[config.mk]
export PLATFORM = sky130hd
export DESIGN_NAME = imem_loader_flat
export DESIGN_NICKNAME = d
export VERILOG_FILES = /design/src/rtl/imem_loader_pkg.sv /design/src/rtl/imem_loader_if.sv /design/src/rtl/imem_loader_byte_packer.sv /design/src/rtl/imem_loader.sv /design/src/flat_wrapper.sv
export SDC_FILE = /design/constraint.sdc
export NUM_CORES = 1
export LEC_CHECK = 0
export CORE_UTILIZATION = 50
export CTS_CLUSTER_DIAMETER = 30
export DETAILED_ROUTE_END_ITERATION = 12
export MAX_ROUTING_LAYER = met4
export PLACE_DENSITY = 0.79
export RECOVER_POWER = 50
export SLEW_MARGIN = 20
export SYNTH_ARGS = -nofsm -noshare
export SYNTH_HDL_FRONTEND = slang
export SYNTH_SLANG_ARGS = --single-unit
[constraint.sdc]
create_clock -name clock -period 7 [get_ports clock]
set_input_delay 0.7 -clock clock [delete_from_list [all_inputs] [get_ports clock]]
set_output_delay 0.7 -clock clock [all_outputs]
set_load 0.005 [all_outputs]
[src/rtl/imem_loader_pkg.sv]
// Shared types and constants for the instruction-memory program loader.
// Contents:
//   state_t        - loader FSM states
//   HDR_BYTES      - length header size in bytes (big-endian word count)
//   BYTES_PER_WORD - bytes packed into each instruction word
//   word_addr()    - byte address of a word index relative to a base
package imem_loader_pkg;

  typedef enum logic [2:0] {
    IDLE,
    LEN_HI,
    LEN_LO,
    DATA,
    DONE,
    ERR
  } state_t;

  localparam int HDR_BYTES      = 2;
  localparam int BYTES_PER_WORD = 4;

  // Word index scaled to a byte offset; no wrap check, the length limit
  // keeps the index inside the memory.
  function automatic logic [31:0] word_addr(input logic [31:0] base,
                                            input logic [15:0] index);
    return base + {14'd0, index, 2'b00};
  endfunction

endpackage

[src/rtl/imem_loader_if.sv]
// Bus bundle between the loader, the host byte link and the instruction
// memory write port.
// Signals:
//   in_valid/in_data/in_ready - host byte stream, valid/ready handshake
//   wr_en/wr_addr/wr_data     - instruction memory write port
// Modports:
//   slave  - the loader (consumes bytes, drives the memory write port)
//   master - the host/memory side (drives bytes, observes writes)
interface imem_loader_if;
  import imem_loader_pkg::*;

  logic        in_valid;
  logic [7:0]  in_data;
  logic        in_ready;
  logic        wr_en;
  logic [31:0] wr_addr;
  logic [31:0] wr_data;

  modport slave (
    input  in_valid, in_data,
    output in_ready, wr_en, wr_addr, wr_data
  );

  modport master (
    output in_valid, in_data,
    input  in_ready, wr_en, wr_addr, wr_data
  );

endinterface

[src/rtl/imem_loader_byte_packer.sv]
// Packs a byte stream into 32-bit big-endian words.
// Ports:
//   clock, reset_n - system clock, asynchronous active-low reset
//   push           - accept in_byte this cycle
//   in_byte        - byte to shift in (first byte ends up in word[31:24])
//   clear          - discard any partial word
//   word           - shift register contents, a complete word when word_valid
//   word_valid     - one-cycle pulse in the cycle after the 4th byte is pushed
module imem_loader_byte_packer
  import imem_loader_pkg::*;
(
  input  logic        clock,
  input  logic        reset_n,
  input  logic        push,
  input  logic [7:0]  in_byte,
  input  logic        clear,
  output logic [31:0] word,
  output logic        word_valid
);

  logic [1:0] count;

  // Bytes shift in from the bottom so the first byte of a word reaches the
  // top lane after four pushes; the counter wraps naturally every word.
  always_ff @(posedge clock or negedge reset_n) begin
    if (!reset_n) begin
      word       <= '0;
      count      <= '0;
      word_valid <= 1'b0;
    end else if (clear) begin
      word       <= '0;
      count      <= '0;
      word_valid <= 1'b0;
    end else begin
      word_valid <= push && (count == 2'(BYTES_PER_WORD - 1));
      if (push) begin
        word  <= {word[23:0], in_byte};
        count <= count + 2'd1;
      end
    end
  end

endmodule

[src/rtl/imem_loader.sv]
// Program loader on the write side of instruction memory. Reads a 16-bit
// big-endian word count followed by count*4 bytes, packs them into
// big-endian words and writes them to consecutive word addresses starting
// at BASE_ADDR, holding the CPU for the whole load.
// Ports:
//   clock, reset_n - system clock, asynchronous active-low reset
//   start          - one-cycle load request (honoured in IDLE, DONE, ERR)
//   bus            - host byte stream and memory write port (slave modport)
//   cpu_hold       - datapath stall request while a load is in progress
//   done           - one-cycle pulse on successful completion
//   error          - sticky length error, cleared by the next accepted start
module imem_loader
  import imem_loader_pkg::*;
#(
  parameter int unsigned DEPTH_WORDS = 64,
  parameter logic [31:0] BASE_ADDR   = 32'h0000_0000
) (
  input  logic          clock,
  input  logic          reset_n,
  input  logic          start,
  imem_loader_if.slave  bus,
  output logic          cpu_hold,
  output logic          done,
  output logic          error
);

  localparam logic [15:0] DEPTH_LIMIT = 16'(DEPTH_WORDS);

  state_t      state;
  state_t      state_next;
  logic [15:0] len;
  logic [15:0] index;
  logic [15:0] len_full;
  logic        in_ready_q;
  logic        xfer;
  logic        start_accept;
  logic        push;
  logic [31:0] word;
  logic        word_valid;

  assign xfer         = bus.in_valid && in_ready_q;
  assign start_accept = start && (state == IDLE || state == DONE || state == ERR);
  assign push         = xfer && (state == DATA);
  assign len_full     = {len[15:8], bus.in_data};

  // The packer's pulse already lands one cycle after the 4th byte, so it
  // drives the write strobe directly; the address follows the word index,
  // which only moves at the end of a write cycle and so holds between writes.
  assign bus.in_ready = in_ready_q;
  assign bus.wr_en    = word_valid;
  assign bus.wr_data  = word;
  assign bus.wr_addr  = word_addr(BASE_ADDR, index);

  imem_loader_byte_packer u_byte_packer (
    .clock      (clock),
    .reset_n    (reset_n),
    .push       (push),
    .in_byte    (bus.in_data),
    .clear      (start_accept),
    .word       (word),
    .word_valid (word_valid)
  );

  // State register.
  always_ff @(posedge clock or negedge reset_n) begin
    if (!reset_n) begin
      state <= IDLE;
    end else begin
      state <= state_next;
    end
  end

  // Next-state logic. DATA is left only after the write of the last word,
  // so DONE (and the cpu_hold release) follows the final memory write.
  always_comb begin
    state_next = state;
    unique case (state)
      IDLE:    if (start) state_next = LEN_HI;
      LEN_HI:  if (xfer) state_next = LEN_LO;
      LEN_LO: begin
        if (xfer) begin
          if (len_full == 16'd0) begin
            state_next = DONE;
          end else if (len_full > DEPTH_LIMIT) begin
            state_next = ERR;
          end else begin
            state_next = DATA;
          end
        end
      end
      DATA:    if (word_valid && (index + 16'd1 == len)) state_next = DONE;
      DONE:    if (start) state_next = LEN_HI;
      ERR:     if (start) state_next = LEN_HI;
      default: state_next = IDLE;
    endcase
  end

  // Registered outputs are decoded from the next state so they line up with
  // the state they describe; error stays set for as long as ERR is held.
  always_ff @(posedge clock or negedge reset_n) begin
    if (!reset_n) begin
      in_ready_q <= 1'b0;
      cpu_hold   <= 1'b0;
      done       <= 1'b0;
      error      <= 1'b0;
      len        <= '0;
      index      <= '0;
    end else begin
      in_ready_q <= (state_next == LEN_HI) || (state_next == LEN_LO) ||
                    (state_next == DATA);
      cpu_hold   <= (state_next == LEN_HI) || (state_next == LEN_LO) ||
                    (state_next == DATA)   || (state_next == ERR);
      done       <= (state_next == DONE) && (state != DONE);
      error      <= (state_next == ERR);
      if (xfer && state == LEN_HI) len[15:8] <= bus.in_data;
      if (xfer && state == LEN_LO) len[7:0]  <= bus.in_data;
      if (start_accept) begin
        index <= '0;
      end else if (state == DATA && word_valid) begin
        index <= index + 16'd1;
      end
    end
  end

endmodule

[src/flat_wrapper.sv]
// flat-port wrapper written by rule: the top's interface ports become plain ports
module imem_loader_flat import imem_loader_pkg::*;
#(
  parameter int unsigned DEPTH_WORDS = 64,
  parameter logic [31:0] BASE_ADDR   = 32'h0000_0000
)
  (clock, reset_n, start, cpu_hold, done, error, bus_in_valid, bus_in_data, bus_in_ready, bus_wr_en, bus_wr_addr, bus_wr_data);
  imem_loader_if bus_i ();
  input  logic clock;
  input  logic reset_n;
  input  logic start;
  output logic cpu_hold;
  output logic done;
  output logic error;
  input wire logic [$bits(bus_i.in_valid)-1:0] bus_in_valid;
  input wire logic [$bits(bus_i.in_data)-1:0] bus_in_data;
  output wire logic [$bits(bus_i.in_ready)-1:0] bus_in_ready;
  output wire logic [$bits(bus_i.wr_en)-1:0] bus_wr_en;
  output wire logic [$bits(bus_i.wr_addr)-1:0] bus_wr_addr;
  output wire logic [$bits(bus_i.wr_data)-1:0] bus_wr_data;
  assign bus_i.in_valid = bus_in_valid;
  assign bus_i.in_data = bus_in_data;
  assign bus_in_ready = bus_i.in_ready;
  assign bus_wr_en = bus_i.wr_en;
  assign bus_wr_addr = bus_i.wr_addr;
  assign bus_wr_data = bus_i.wr_data;
  imem_loader #(.DEPTH_WORDS(DEPTH_WORDS), .BASE_ADDR(BASE_ADDR)) u_core (.clock(clock), .reset_n(reset_n), .start(start), .bus(bus_i), .cpu_hold(cpu_hold), .done(done), .error(error));
endmodule
==> impl_results.md, run 1 <==
- Status: complete, but fails checks
- Failing checks: capacitance limit, slew limit
- Inst Count DP: 552
- Sequential element share of the synthesized area: between 40% and 50%
- Crit path capture type: async pin
- CTS resizes: 0
- Clock Latency Late Sink: 350 ps
- Number of distinct library cells after synthesis: 52
- Critical Path RT: 6590 ps
- Vias in the first global route: just under 3000
- Core ar.: ~7300 um2
- Drc violations: 0
- Post-synth EDFFs: 0
- Post-route ant nets: 0
- Critical path class: primary input to async pin
- Post-synth top flop: dfrtp_1
- Worst hold slack: 496 ps
- Clk sink count: 74
- CP Buf/Inv Count: 2
- Num CTS Buffers: 9
- Post-Syn Area: approximately 3800 um2
- Layout cell share with drive strength beyond 1: 9.59%
- Synth Instances: 411
- Full die area: approximately 8000 um2
- Total GRT Usage: 24.2%
- Hold-fix buffers, CTS: 0
- Boundary pin count: 81
- Die H: 89.7 um
- Post-Route WL: 8670 um
- Critical path peak fanout: 74
- Inserted Diodes: 0
- Final max-slew violation count: 108
- Post-place setup slack: ~4000 ps
- Initial drt markers: 224
- Min-Delay Path Class: flip-flop to flip-flop
- Leakage: 0.00196 uW
- Final setup fails: 0
- CTS tree: done
- CP max stage cell: clkbuf_1
- Worst slew pin tran: 3800 ps
- Cell family with most CP delay: buffers and inverters
- Critical-path cell list: buf_2 > clkbuf_1
- Post-CTS setup buffers: 0
- GP Congestion: 0.870
- Final hold violations: 0
- Relative slew slack: -153%
- Ys async rst share: 100%
- Max-cap violations: 2
- Initial antenna violation count: 0
- Clk buf depth: 2
- Synthesized area per cell: 9.35 um2
- CP peak stage delay: 2660 ps
- DIE WIDTH: 89.7 um
- Wire length per cell: 15.3 um
- 1st-pass router iterations: 5
- Area Growth Syn to Fin: 21.9%
- DP HPWL: 6150 um
- Reg clk slew, reported paths: 80 ps
- WP data arrival: roughly 3500 ps
- GR Overflow Total: 0
- R2R Setup Slk: 3990 ps
- Register bit total from synthesis: 74
- Largest net degree at the start of global routing: 75
- Synthesis warning total: 0
- Overall power: 1480 uW
- F_max: roughly 260 MHz
- Final setup margin: between 3000 and 4000 ps
- Commonest cells after routing, fill and taps aside: 83 x nand2_1, 74 x dfrtp_1, 54 x o21ai_0
- Vias: 3163
- Via density per instance: 5.57
- Clock skew: slightly below 9 ps
- Row cnt: 31
- Initial Utilization: 52.4%
- H-tree Lvls: 3
- # fillers: between 600 and 700
- Final cycle utilization of the critical path: 55.5%
- Commonest non-fill, non-tap cell in the layout: nand2_1
- First-pass GRT wire length: 14200 um
- Port bufs: 64
- Root Buffer: clkbuf_8
- Minimum clock period: 3890 ps
- Startpoint types: primary input
- Final nets: 478
- Setup TNS: 0 ps
- Peak VDD IR: 0.000221 V
- RSZ-0062 raised after global routing: false
- Final cell count without fillers: 568
- Pwr per Cell Area: 315 nW/um2
## cell families (layout without fill, tap and decap cells)
family | Yosys count | in the layout | synth area share [%]
adder cells (fa/ha/maj) | 2 | 2 | 0.651
other | 1 | 16 | 0.0976
AND/OR/NAND/NOR | 158 | 158 | 20.2
multiplexers | 17 | 17 | 4.95
AO/OA/AOI/OAI | 94 | 94 | 15.0
XOR/XNOR | 21 | 21 | 4.79
buffers and inverters | 44 | 87 | 6.12
flip-flops | 74 | 74 | 48.2
## sequential cells by signal, summed over array words and instances (netlist names)
name and count:
u_core.index 16, u_core.u_byte_packer.word 32, u_core.error 1, u_core.cpu_hold 1
u_core.u_byte_packer.word_valid 1, u_core.len 16, u_core.bus.in_ready 1, u_core.done 1
u_core.u_byte_packer.count 2, u_core.state 3
## power breakdown
part / switching (uW) / total (uW) / internal, uW
registers: 112 / 652 / 540
clock network: 164 / 341 / 176
logic: 234 / 484 / 250
total: 511 / 1480 / 966
## layout make-up
class | count | area [um2] | area share [%]
clock buffers | 11 | 141 | 3.02
clock inverters | 5 | 62.6 | 1.34
inverters | 3 | 11.3 | 0.240
multi-input cells | 308 | 1810 | 38.7
flip-flops and latches | 74 | 1850 | 39.5
well taps | 99 | 124 | 2.64
repair buffers | 68 | 682 | 14.6
## final timing paths
check                                         startpoint                            end  cells past startpoint
min reg2reg                u_core.u_byte_packer.count[0]  u_core.u_byte_packer.count[0]                      1
max in group clock                       u_core.state[2]   u_core.u_byte_packer.word[2]                      6
min                        u_core.u_byte_packer.count[0]  u_core.u_byte_packer.count[0]                      1
min in group asynchronous                        reset_n  u_core.u_byte_packer.word[23]                      2
max                                              reset_n               u_core.index[12]                      2
max reg2reg                              u_core.state[2]   u_core.u_byte_packer.word[2]                      6
## routing by layer
layer	up-vias	wire length, um	track usage, %
met5	-	0	-
met4	0	171	9.96
met3	14	525	3.66
met2	115	4230	37.5
met1	1529	3740	31.9
li1	1505	-	-
## metrics by stage
stage	util (%)	cell area, um2
after CTS	64.1	4700
after global routing	63.9	4680
final	63.9	4680
after detailed placement	61.3	4490
after global placement	60.9	4460
after floorplan	-	3900
## Yosys cell counts, types with 2 or more instances
cell type / n / area [um2]
dfrtp_1: 74 / 1850
or3_1: 3 / 18.8
o2111ai_1: 2 / 17.5
nor3_1: 4 / 20.0
and3_1: 4 / 25.0
mux2_2: 16 / 180
or4_4: 2 / 22.5
ha_1: 2 / 25.0
o211ai_1: 2 / 15.0
and2_1: 5 / 31.3
clkbuf_1: 18 / 67.6
buf_4: 17 / 128
nor4b_1: 2 / 17.5
a21oi_1: 11 / 55.1
inv_1: 3 / 11.3
nand2b_1: 4 / 25.0
buf_2: 5 / 25.0
and4_1: 2 / 17.5
nand4_1: 5 / 31.3
nor2_1: 19 / 71.3
xnor2_1: 17 / 149
o21ai_0: 54 / 270
nand3_1: 11 / 55.1
nand2_1: 83 / 312
xor2_1: 4 / 35.0
o41ai_1: 4 / 35.0
a31oi_1: 4 / 25.0
o22ai_1: 2 / 12.5
o31ai_1: 4 / 30.0
nor3b_1: 5 / 37.5
or4_1: 2 / 15.0
Note: power is estimated with default switching activity, not from simulation.
==> run 2: changes to the inputs <==
--- a/config.mk
+++ b/config.mk
@@ -5,11 +5,11 @@
 export SDC_FILE = /design/constraint.sdc
 export NUM_CORES = 1
 export LEC_CHECK = 0
-export CORE_UTILIZATION = 50
+export CORE_UTILIZATION = 46
 export CTS_CLUSTER_DIAMETER = 30
 export DETAILED_ROUTE_END_ITERATION = 12
 export MAX_ROUTING_LAYER = met4
-export PLACE_DENSITY = 0.79
+export PLACE_DENSITY = 0.76
 export RECOVER_POWER = 50
 export SLEW_MARGIN = 20
 export SYNTH_ARGS = -nofsm -noshare
==> constraint.sdc (replaced) <==
create_clock -name clock -period 3.4 [get_ports clock]
set_input_delay 0.34 -clock clock [delete_from_list [all_inputs] [get_ports clock]]
set_output_delay 0.34 -clock clock [all_outputs]
set_load 0.005 [all_outputs]
==> impl_results.md, run 2 (synthesized netlist as in run 1, its figures left out) <==
- Worst slew pin tran: 1720 ps (-2080 ps)
- Post-place setup slack: 762 ps (-3260 ps)
- Final setup margin: 653 ps (-2460 ps)
- Worst r2r dst: u_core.cpu_hold
- Clk sink count: 74 (unchanged)
- Core ar.: 7890 um2 (+7.6%)
- Port bufs: 64 (unchanged)
- Commonest cells after routing, fill and taps aside: 83 x nand2_1, 74 x dfrtp_1, 54 x o21ai_0
- Fin util: 59.8% (-4.1 points)
- Initial drt markers: 210 (-6.3%)
- Minimum clock period: 2750 ps
- Initial Utilization: 48.7% (-3.7 points)
- Min-Delay Path Class: primary input to async pin
- Boundary pin count: 81 (unchanged)
- F_max: roughly 360 MHz
- Final setup fails: 0 (unchanged)
- Initial antenna violation count: 0 (unchanged)
- R2r startpoint: u_core.index[0]
- Pwr per Cell Area: 675 nW/um2 (+110%)
- Leakage: 0.00196 uW (-0.35%)
- Inserted Diodes: 0 (unchanged)
- Root Buffer: clkbuf_8
- Hold-fix buffers, CTS: 0 (unchanged)
- CTS tree: done
- Wire length per cell: 15.4 um (+0.60%)
- Area Growth Syn to Fin: 22.7%
- Vias: 3167 (+0.13%)
- Critical-path cell list: ha_1 > nand3_1 > nor4b_1 > o41ai_1 > a2111oi_2 > o2111a_1 > o211ai_1
- Peak VDD IR: 0.000367 V (+66%)
- Total GRT Usage: 22.0% (-2.1 points)
- Cell family with most CP delay: compound AO/OA/AOI/OAI gates
- CP max stage cell: dfrtp_1
- Crit path capture type: flip-flop
- Status: complete, but fails checks
- Setup TNS: 0 ps (unchanged)
- Register area: 1850 um2 (unchanged)
- Drc violations: 0 (unchanged)
- Final hold violations: 0 (unchanged)
- Commonest non-fill, non-tap cell in the layout: nand2_1
- Final nets: 478 (unchanged)
- Vias in the first global route: 2919 (-1.2%)
- Critical path class: flip-flop to flip-flop
- Relative slew slack: -14.4% (+140 points)
- Max-cap violations: 1 (-1)
- Num CTS Buffers: 9 (unchanged)
- Largest net degree at the start of global routing: 69 (-8.0%)
- Biggest register: u_core.u_byte_packer.word
- R2R Setup Slk: 650 ps (-3340 ps)
- Clk buf depth: 2 (unchanged)
- CP Buf/Inv Count: 0 (-2)
- Die H: 93.4 um (+4.2%)
- Worst hold slack: 414 ps (-82.1 ps)
- Post-route ant nets: 0 (unchanged)
- Clock Latency Late Sink: 360 ps (about the same)
- Post-CTS setup buffers: 0 (unchanged)
- Row cnt: 32 (+3.2%)
- WP data arrival: 2970 ps (-500 ps)
- Reg clk slew, reported paths: 90 ps (about the same)
- Top Registers: u_core.u_byte_packer.word x32, u_core.index x16, u_core.len x16
- Clock skew: 10.3 ps (+1.54 ps)
- # fillers: 668 (+11%)
- DP HPWL: 6230 um (+1.4%)
- CP Depth: 7 (+5)
- Reg2Reg Depth: 7 (+1)
- Multi-input combinational cell area: 1820 um2 (+0.41%)
- First-pass GRT wire length: 14400 um (+1.6%)
- CTS resizes: 0 (unchanged)
- Overall power: 3180 uW (+120%)
- CP peak stage delay: 480 ps (-2180 ps)
- H-tree Lvls: 3 (unchanged)
- Via density per instance: 5.55 (-0.40%)
- DIE WIDTH: 93.4 um (+4.2%)
- Worst Setup SP: u_core.index[0]
- Critical Path RT: 3620 ps (-2970 ps)
- Layout cell share with drive strength beyond 1: 9.81% (+0.21 points)
- Max reg flops: 32 (unchanged)
- Final max-slew violation count: 34 (-69%)
- GR Overflow Total: 0 (unchanged)
- 1st-pass router iterations: 4 (-1)
- Critical path peak fanout: 9 (-88%)
- Post-Route WL: 8770 um (+1.1%)
- Startpoint types: flip-flop
- Full die area: 8720 um2 (+8.5%)
- GP Congestion: 0.889 (+2.2%)
- RSZ-0062 raised after global routing: false
- Failing checks: capacitance limit, slew limit
- Final cycle utilization of the critical path: 80.8%
## run 2: cell count changes in the layout (fill, tap and decap cells not counted)
cell / delta
clkdlybuf4s50_1: +5
nor2_1: -1
clkinvlp_4: -1
inv_6: +1
clkbuf_2: +1
dlygate4sd3_1: -5
buf_2: -1
nor2_4: +1
clkbuf_8: -1
bufinv_16: +2
buf_16: -1
## run 2: power by group
| part | total [uW] | switching, uW | internal (uW) |
|---|---|---|---|
| Clock | 848 | 355 | 494 |
| Combinational | 997 | 489 | 508 |
| Sequential | 1340 | 225 | 1110 |
| Total | 3180 | 1070 | 2110 |
## run 2: cell type report
| cell class | instances | share of cell area [%] |
|---|---|---|
| Clock inverter | 7 | 2.63 |
| Clock buffer | 9 | 2.63 |
| Sequential cell | 74 | 39.3 |
| Tap cell | 102 | 2.71 |
| Inverter | 3 | 0.239 |
| Multi-Input combinational cell | 308 | 38.6 |
| Timing Repair Buffer | 68 | 14.0 |
## run 2: metrics by stage
step                      std cells  area [um2]
after floorplan                 426        3900
after global placement          555        4480
after detailed placement        555        4480
after CTS                       571        4720
after global routing            571        4720
final                           571        4720
## run 2: how the worst max path moves through the flow
stage | to | slack, ps
3_5_place_dp | u_core.bus.in_ready | 760
5_1_grt | u_core.cpu_hold | 570
2_1_floorplan | u_core.cpu_hold | 1140
3_3_place_gp | u_core.bus.in_ready | 830
6_report | u_core.cpu_hold | 650
4_1_cts | u_core.cpu_hold | 780
## run 2: worst register-to-register path, stage by stage (launching register included)
cell	delay, ps
dfrtp_1	480
ha_1	280
nand3_1	320
nor4b_1	490
o41ai_1	170
a2111oi_2	430
o2111a_1	320
o211ai_1	120
## run 2: per-layer routing
layer / track usage, % / vias to the layer above / part of all wire (%)
met5: - / - / 0
met1: 29.1 / 1538 / 45
met3: 3.33 / 17 / 4.2
li1: - / 1508 / -
met2: 33.8 / 104 / 49
met4: 10.0 / 0 / 2.2
==> run 3: changes to the inputs <==
--- a/config.mk
+++ b/config.mk
@@ -5,11 +5,11 @@
 export SDC_FILE = /design/constraint.sdc
 export NUM_CORES = 1
 export LEC_CHECK = 0
-export CORE_UTILIZATION = 46
+export CORE_UTILIZATION = 50
 export CTS_CLUSTER_DIAMETER = 30
 export DETAILED_ROUTE_END_ITERATION = 12
 export MAX_ROUTING_LAYER = met4
-export PLACE_DENSITY = 0.76
+export PLACE_DENSITY = 0.79
 export RECOVER_POWER = 50
 export SLEW_MARGIN = 20
 export SYNTH_ARGS = -nofsm -noshare
==> constraint.sdc (replaced) <==
create_clock -name clock -period 2.8 [get_ports clock]
set_input_delay 0.28 -clock clock [delete_from_list [all_inputs] [get_ports clock]]
set_output_delay 0.28 -clock clock [all_outputs]
set_load 0.005 [all_outputs]
==> impl_results.md, run 3 (synthesized netlist as in run 1, its figures left out) <==
- Vias in the first global route: 2822 (-3.3%)
- Final max-slew violation count: 32 (-5.9%)
- Leakage: 0.00194 uW (-1.0%)
- Layout cell share with drive strength beyond 1: 9.96% (+0.15 points)
- Inserted Diodes: 0 (unchanged)
- Largest net degree at the start of global routing: 69 (unchanged)
- Clock share of power: 20.5% (-6.2 points)
- Worst slew pin tran: 1610 ps (-102 ps)
- Minimum clock period: 2570 ps (-177 ps)
- Biggest register: u_core.u_byte_packer.word
- 1st-pass router iterations: 4 (unchanged)
- Hold-fix buffers, CTS: 1 (+1)
- Min-Delay Path Class: flip-flop to flip-flop
- Area Growth Syn to Fin: 21.4%
- Pint: 2320 uW (+9.6%)
- Clock Latency Late Sink: 350 ps (about the same)
- Overall power: 3560 uW (+12%)
- Die H: 89.7 um (-4.0%)
- Commonest cells after routing, fill and taps aside: 83 x nand2_1, 74 x dfrtp_1, 54 x o21ai_0
- Port bufs: 64 (unchanged)
- DP HPWL: 6050 um (-2.9%)
- Failing checks: capacitance limit, slew limit
- Full die area: 8040 um2 (-7.8%)
- Pwr per Cell Area: 763 nW/um2 (+13%)
- WP data arrival: 2780 ps (-190 ps)
- Total GRT Usage: 23.8% (+1.8 points)
- Wire length per cell: 14.8 um (-3.6%)
- Setup TNS: 0 ps (unchanged)
- Critical path class: flip-flop to flip-flop
- Worst hold slack: 496 ps (+81.8 ps)
- First-pass GRT wire length: 13800 um (-3.9%)
- Boundary pin count: 81 (unchanged)
- Psw: 1240 uW (+16%)
- Post-CTS setup buffers: 0 (unchanged)
- CTS tree: done
- F_max: 389 MHz (+6.9%)
- Part of the power in registers: 45.9% (+3.9 points)
- Clock skew: 11.4 ps (+1.04 ps)
- Max-cap violations: 1 (unchanged)
- Placed cell area: 4490 um2 (+0.42%)
- Core ar.: 7330 um2 (-7.1%)
- Vias: 3124 (-1.4%)
- Initial antenna violation count: 0 (unchanged)
- Final setup fails: 0 (unchanged)
- Via density per instance: 5.47 (-1.4%)
- Crit path capture type: flip-flop
- Initial drt markers: 211 (+0.48%)
- Critical Path RT: 3010 ps (-610 ps)
- Drc violations: 0 (unchanged)
- Final cycle utilization of the critical path: 91.8% (+11 points)
- GP Congestion: 0.918 (+3.3%)
- Post-Route WL: 8460 um (-3.6%)
- Relative slew slack: -7.60% (+6.8 points)
- RSZ-0062 raised after global routing: false
- Startpoint types: flip-flop
- Peak VDD IR: 0.000561 V (+53%)
- Critical path peak fanout: 9 (unchanged)
- Post-route cell area: 4660 um2 (-1.1%)
- Final hold violations: 0 (unchanged)
- Clk sink count: 74 (unchanged)
- GR Overflow Total: 0 (unchanged)
- DIE WIDTH: 89.7 um (-4.0%)
- Initial Utilization: 52.4% (+3.7 points)
- Post-route ant nets: 0 (unchanged)
- Row cnt: 31 (-3.1%)
- Switching Share: 34.9% (+1.3 points)
- Final nets: 482 (+0.84%)
- Top Registers: u_core.u_byte_packer.word x32, u_core.index x16, u_core.len x16
- Status: complete, but fails checks
- Reg clk slew, reported paths: 80 ps (about the same)
- CTS resizes: 0 (unchanged)
- Commonest non-fill, non-tap cell in the layout: nand2_1
- Root Buffer: clkbuf_8
- Num CTS Buffers: 9 (unchanged)
- H-tree Lvls: 3 (unchanged)
- Max reg flops: 32 (unchanged)
- Clk buf depth: 2 (unchanged)
- Combinational share of power: 33.7% (+2.4 points)
run 3: changes by cell type in the layout (fill, tap and decap cells not counted), sizes merged:
cell,previous run,this run
bufinv,3,0
buf,2,4
clkinv,1,2
clkinvlp,1,2
inv,5,3
clkbuf,12,15
clkdlybuf4s50,44,45
run 3: path summary, 6_finish.rpt:
path	start	to	slack [ps]	depth (start not counted)
min in group asynchronous	reset_n	u_core.u_byte_packer.word[24]	870	2
hold / removal	u_core.u_byte_packer.count[0]	u_core.u_byte_packer.count[0]	500	1
setup / recovery	u_core.index[0]	u_core.cpu_hold	230	6
setup reg to reg	u_core.index[0]	u_core.cpu_hold	230	6
max in group asynchronous	reset_n	u_core.index[14]	580	3
hold reg to reg	u_core.u_byte_packer.count[0]	u_core.u_byte_packer.count[0]	500	1
run 3: area by class of cell:
| cell class | count | area (um2) |
|---|---|---|
| clock buffer | 11 | 141 |
| clock inverter | 4 | 28.8 |
| fill | 607 | 2670 |
| inverter | 3 | 11.3 |
| multi-input combinational | 308 | 1820 |
| sequential | 74 | 1850 |
| tap | 99 | 124 |
| timing repair buffer | 72 | 688 |
run 3: power groups by stage:
stage	Sequential (uW)	Combinational, uW	Clock [uW]
2_1_floorplan	1570	777	0
3_3_place_gp	1640	1190	0
3_5_place_dp	1650	1230	0
4_1_cts	1630	1230	746
5_1_grt	1670	1330	784
6_report	1630	1200	729
run 3: routing by layer:
| metal | global-route usage (%) | wire length (um) |
|---|---|---|
| met2 | 35.7 | 4090 |
| met5 | - | 0 |
| met1 | 32.6 | 3820 |
| met3 | 4.02 | 473 |
| met4 | 8.66 | 64 |
run 3: worst max-delay path, stage by stage, from the launching register on:
cell and delay (ps):
dfrtp_1 460, ha_1 270, nand3_1 290, or4_1 520
a2111oi_2 470, o2111a_1 320, o211ai_1 90
run 3: through the flow:
stage / instances / setup WS (ps) / utilization, %
after floorplan: 426 / 543 / -
after global placement: 555 / 293 / 61.3
after detailed placement: 555 / 240 / 61.3
after CTS: 571 / 244 / 63.8
after global routing: 571 / 15.7 / 63.6
final: 571 / 229 / 63.6
